**src/rtl/usequencer_if.sv**
```systemverilog
// Sequencer-side bus: opcode and ROM handshake in, microinstruction and step status out.
// master = sequencer, slave = CPU/ROM environment driving opcode, ROM data and stall.
interface usequencer_if;
    logic [7:0]  ir_opcode;
    logic [10:0] urom_addr;
    logic [15:0] urom_data;
    logic        stall;
    logic [15:0] uinstr;
    logic [2:0]  tstate;
    logic        fetch;
    logic [15:0] instr_count;

    modport master (
        input  ir_opcode, urom_data, stall,
        output urom_addr, uinstr, tstate, fetch, instr_count
    );

    modport slave (
        output ir_opcode, urom_data, stall,
        input  urom_addr, uinstr, tstate, fetch, instr_count
    );
endinterface

```
**src/rtl/usequencer.sv**
```systemverilog
// SCAMP microinstruction sequencer: T-state counter plus word select (fetch words, async ROM, NOP).
// uinstr is combinational from registered step (zero latency); stall holds state and emits NOP.
module usequencer #(
    parameter logic [15:0] FETCH0   = 16'h8020,
    parameter logic [15:0] FETCH1   = 16'hB440,
    parameter logic [15:0] NOP_WORD = 16'h8000
) (
    input  logic         clk,
    input  logic         reset,
    usequencer_if.master seq_if
);

    typedef enum logic [2:0] {
        T0 = 3'd0,
        T1 = 3'd1,
        T2 = 3'd2,
        T3 = 3'd3,
        T4 = 3'd4,
        T5 = 3'd5,
        T6 = 3'd6,
        T7 = 3'd7
    } step_e;

    step_e       step_q;
    step_e       step_d;
    logic [15:0] count_q;
    logic [15:0] count_d;
    logic [15:0] uinstr_w;
    logic        rt_w;
    logic        end_instr_w;

    always_comb begin
        uinstr_w = seq_if.urom_data;
        if (reset || seq_if.stall) begin
            uinstr_w = NOP_WORD;
        end else if (step_q == T0) begin
            uinstr_w = FETCH0;
        end else if (step_q == T1) begin
            uinstr_w = FETCH1;
        end
    end

    // Bit 11 is RT only with bit 15 set; otherwise it is the NY jump bit.
    assign rt_w        = uinstr_w[15] & uinstr_w[11];
    assign end_instr_w = rt_w || (step_q == T7);

    always_comb begin
        step_d  = step_q;
        count_d = count_q;
        if (!seq_if.stall) begin
            if (end_instr_w) begin
                step_d  = T0;
                count_d = count_q + 16'd1;
            end else begin
                step_d = step_e'(step_q + 3'd1);
            end
        end
    end

    always_ff @(posedge clk) begin
        if (reset) begin
            step_q  <= T0;
            count_q <= '0;
        end else begin
            step_q  <= step_d;
            count_q <= count_d;
        end
    end

    // The opcode is used as-is: IR loads at the end of T1, so T2 addressing sees it directly.
    assign seq_if.urom_addr   = {seq_if.ir_opcode, step_q};
    assign seq_if.uinstr      = uinstr_w;
    assign seq_if.tstate      = step_q;
    assign seq_if.fetch       = (step_q == T0) || (step_q == T1);
    assign seq_if.instr_count = count_q;

endmodule
```
**src/flat_wrapper.sv**
```systemverilog
// flat-port wrapper written by rule: the top's interface ports become plain ports
module usequencer_flat 
#(
    parameter logic [15:0] FETCH0   = 16'h8020,
    parameter logic [15:0] FETCH1   = 16'hB440,
    parameter logic [15:0] NOP_WORD = 16'h8000
)
  (clk, reset, seq_if_ir_opcode, seq_if_urom_data, seq_if_stall, seq_if_urom_addr, seq_if_uinstr, seq_if_tstate, seq_if_fetch, seq_if_instr_count);
  usequencer_if seq_if_i ();
  input  logic clk;
  input  logic reset;
  input wire logic [$bits(seq_if_i.ir_opcode)-1:0] seq_if_ir_opcode;
  input wire logic [$bits(seq_if_i.urom_data)-1:0] seq_if_urom_data;
  input wire logic [$bits(seq_if_i.stall)-1:0] seq_if_stall;
  output wire logic [$bits(seq_if_i.urom_addr)-1:0] seq_if_urom_addr;
  output wire logic [$bits(seq_if_i.uinstr)-1:0] seq_if_uinstr;
  output wire logic [$bits(seq_if_i.tstate)-1:0] seq_if_tstate;
  output wire logic [$bits(seq_if_i.fetch)-1:0] seq_if_fetch;
  output wire logic [$bits(seq_if_i.instr_count)-1:0] seq_if_instr_count;
  assign seq_if_i.ir_opcode = seq_if_ir_opcode;
  assign seq_if_i.urom_data = seq_if_urom_data;
  assign seq_if_i.stall = seq_if_stall;
  assign seq_if_urom_addr = seq_if_i.urom_addr;
  assign seq_if_uinstr = seq_if_i.uinstr;
  assign seq_if_tstate = seq_if_i.tstate;
  assign seq_if_fetch = seq_if_i.fetch;
  assign seq_if_instr_count = seq_if_i.instr_count;
  usequencer #(.FETCH0(FETCH0), .FETCH1(FETCH1), .NOP_WORD(NOP_WORD)) u_core (.clk(clk), .reset(reset), .seq_if(seq_if_i));
endmodule
```
**config.mk**
```make
export PLATFORM = sky130hd
export DESIGN_NAME = usequencer_flat
export DESIGN_NICKNAME = d
export VERILOG_FILES = /design/src/rtl/usequencer_if.sv /design/src/rtl/usequencer.sv /design/src/flat_wrapper.sv
export SDC_FILE = /design/constraint.sdc
export NUM_CORES = 1
export LEC_CHECK = 0
export BUFFER_PORTS_ARGS = -buffer_cell sky130_fd_sc_hd__buf_2
export CORE_ASPECT_RATIO = 0.9
export CORE_UTILIZATION = 46
export DETAILED_ROUTE_END_ITERATION = 12
export PLACE_DENSITY = 0.84
export SLEW_MARGIN = 20
export SYNTH_ARGS = -nofsm -noshare
export SYNTH_HDL_FRONTEND = slang
export SYNTH_SLANG_ARGS = --single-unit
```
**constraint.sdc**
```tcl
create_clock -name clk -period 2.88 [get_ports clk]
set_input_delay 0.432 -clock clk [delete_from_list [all_inputs] [get_ports clk]]
set_output_delay 0.432 -clock clk [all_outputs]
set_load 0.05 [all_outputs]
```
==> results by group <==
Synthesis
  • Yosys reg bits: 19
  • Synth area leaders: dfxtp_1 (31%), buf_4 (6.7%), a21oi_1 (5.7%), and2_1 (5.1%), ha_1 (5.1%)
  • Netlist cell types: 35
  • Post-synthesis average cell area: 8.162 sq um
  • Net Count, Synth: 183
  • Seq/Total Area, Yosys: 30.86%
  • Syn. warnings: 0
  • Ys async rst share: 0%
  • Synth area leader: dfxtp_1
  • Predominant post-synthesis flop cell: dfxtp_1
  • Synth top area share: 30.86%
  • Post-Synthesis Cells: 151
  • Post-synth design cell area: 1232 sq um
  • Post-synth EDFFs: 0

GRT
  • GR Overflow Total: 0
  • Total global-route track usage: 18.50%
  • Initial antenna violation count: 0
  • Vias in the first global route: 950
  • Largest net degree at the start of global routing: 22
  • First-pass GRT wire length: 4.229 mm

Setup path
  • Worst path required time: 2.45 ns
  • CP endpoint kind: output port
  • Crit-path max FO: 9
  • CP cell instances: inv_1 > ha_1 > inv_1 > o21ai_0 > nor2_1 > and2_1 > buf_2
  • Critical path's most frequent cell: inv_1
  • Delay-heaviest family, CP: simple AND/OR/NAND/NOR gates
  • Worst path slowest cell: dfxtp_1
  • Critical Path Source: u_core.seq_if.tstate[0]$_SDFFE_PP0N_
  • Setup Crit Path Kind: reg -> out
  • Largest stage delay, worst path: 0.44 ns
  • Startpoint types: flip-flop
  • Worst r2r src: u_core.seq_if.tstate[1]$_SDFFE_PP0N_
  • Worst Path Buf+Inv: 3
  • Crit path DAT: 2.13 ns

Finish
  • Register area: 380.4 sq um
  • Non-filler cells, final: 225
  • Final core occ: 59.13%
  • Commonest non-fill, non-tap cell in the layout: buf_2
  • NumNets Final: 230
  • Layout cells sized above 1: 34.01%
  • Fillers: 232
  • Most frequent cells in the layout: buf_2 (57), dfxtp_1 (19), a21oi_1 (14)
  • Area growth syn-to-layout: 19.39%
  • # diodes: 0
  • Multi-input gate area in the final layout: 716.9 sq um

Timing
  • Clk_skew: 0.003373 ns
  • Final Max Tran Viols: 0
  • Minimum clock period: 2.566 ns
  • Total Negative Setup Slacks: 0 ns
  • Measured slew at the worst slew-check pin: 0.5740 ns
  • Unrepaired setup endpoints after global routing: false
  • Slew HR: 61.23%
  • PnR worst setup slack: 0.3142 ns
  • Final-report hold violation count: 0
  • Final period util: 89.09%
  • Final setup fails: 0
  • FMAX: 389.7 MHz

Pwr
  • Leakage power: 0.6863 nW
  • Power per cell area: 372.5 nW/um^2
  • Worst VDD drop: 0.3816 mV
  • Pwr Total: 0.0005481 W

Hold path
  • Tightest Hold Check Type: reg -> reg
  • Hold_sp: u_core.seq_if.instr_count[14]$_SDFFE_PP0P_

Clock tree
  • Post-CTS Setup Bufs: 0
  • Clk sinks: 19
  • Post-CTS Hold Buffers: 0
  • Skew-Pair Late Insertion Delay: 0.30 ns
  • CTS tree: built
  • Clock Tree Buf Depth: 2
  • Number of buffers created by CTS: 3
  • # H-tree levels: 1
  • Root Driver: clkbuf_4
  • Reg clk slew, reported paths: 0.11 ns
  • CTS resizes: 0

Detailed routing
  • Vias: 1220
  • Residual DRC count: 0
  • Number of DRC markers in iteration 0: 30
  • Post-Route WL: 2.742 mm
  • TritonRoute pass-1 iters: 4
  • Vias per cell: 5.422
  • Routed Antenna Nets: 0
  • Drt wl/cell: 12.19 microns

Run status
  • Status: finished, final reports clean

Floorplan
  • # rows: 17
  • Die area: 2891 sq um
  • Initial Util: 49.52%
  • Die X: 56.56 microns
  • Core area: 2489 sq um
  • Die height: 51.11 microns
  • IO Pins: 74

Placed design
  • Placed cells: 221
  • RD Place Congestion: 0.7618
  • Post-DP HPWL: 2.071 mm
  • Pre-CTS setup slack: 0.5342 ns
  • # port buffers: 57

Run
  • Maxcap violations: 0
[registers in the layout, summed over array words and instances, names as in the netlist]
register	flops
u_core.seq_if.instr_count	16
u_core.seq_if.tstate	3
[synth_stat cells, types with 2 or more instances]
cell type and number:
dfxtp_1 19, a21oi_1 14, nor2_1 12, buf_4 11, and2_1 10, nand2_1 9
or3_1 9, o21ai_0 8, o31ai_1 6, or4_1 6, ha_1 5, inv_1 5
and3_1 3, clkbuf_1 3, nand3_1 3, nor2b_1 3, nor3_1 3, and4_1 2
buf_6 2, mux2i_1 2, nand4_1 2
[area by class of cell]
cell class              count  share of cell area [%]
well taps                  28                   2.381
inverters                   5                   1.276
clock inverters             1                  0.3401
clock buffers               3                   1.531
flip-flops and latches     19                   25.85
repair buffers             58                   19.90
multi-input cells         111                   48.72
[through the flow]
| stage | hold WS, ns | instance area, sq um |
|---|---|---|
| 2_1_floorplan | 0.6757 | 1232 |
| 3_3_place_gp | 0.4821 | 1444 |
| 3_5_place_dp | 0.4876 | 1444 |
| 4_1_cts | 0.5031 | 1471 |
| 5_1_grt | 0.5394 | 1471 |
| 6_report | 0.5010 | 1471 |
[logic make-up after synthesis]
kind of cell	Yosys count	synth area share [%]
xor+xnor	2	1.422
fa+ha+maj	5	5.076
mux	3	2.538
simple gates	68	31.67
buf+inv	21	10.96
flops	19	30.86
compound gates	33	17.46
[worst register-to-register path, stage by stage (launching register included)]
cell and delay (ns):
dfxtp_1 0.42, inv_1 0.09, ha_1 0.23, o21bai_4 0.19
a41oi_2 0.13, buf_4 0.21, nor4_1 0.40, mux2_2 0.37
[report_power, final]
part           total [W]  switching (W)  internal, W
combinational   0.000140       0.000100    0.0000397
clock           0.000137      0.0000852    0.0000518
sequential      0.000271     0.00000509     0.000266
[metal layers]
layer	up-vias	global-route usage (%)	wire [microns]
met1	541	24.57	1275
met4	0	5.691	21
met2	45	28.24	1246
met5	-	0	0
li1	628	-	-
met3	6	6.329	198
[worst paths after layout]
path,to,slack [ns],depth (start not counted)
worst max-delay path,seq_if_uinstr[3],0.31,7
worst min-delay path,u_core.seq_if.instr_count[14]$_SDFFE_PP0P_,0.50,2
worst max register to register,u_core.seq_if.instr_count[15]$_SDFFE_PP0P_,0.75,7
worst min register to register,u_core.seq_if.instr_count[14]$_SDFFE_PP0P_,0.50,2
Power figures use the tool's default switching activity.
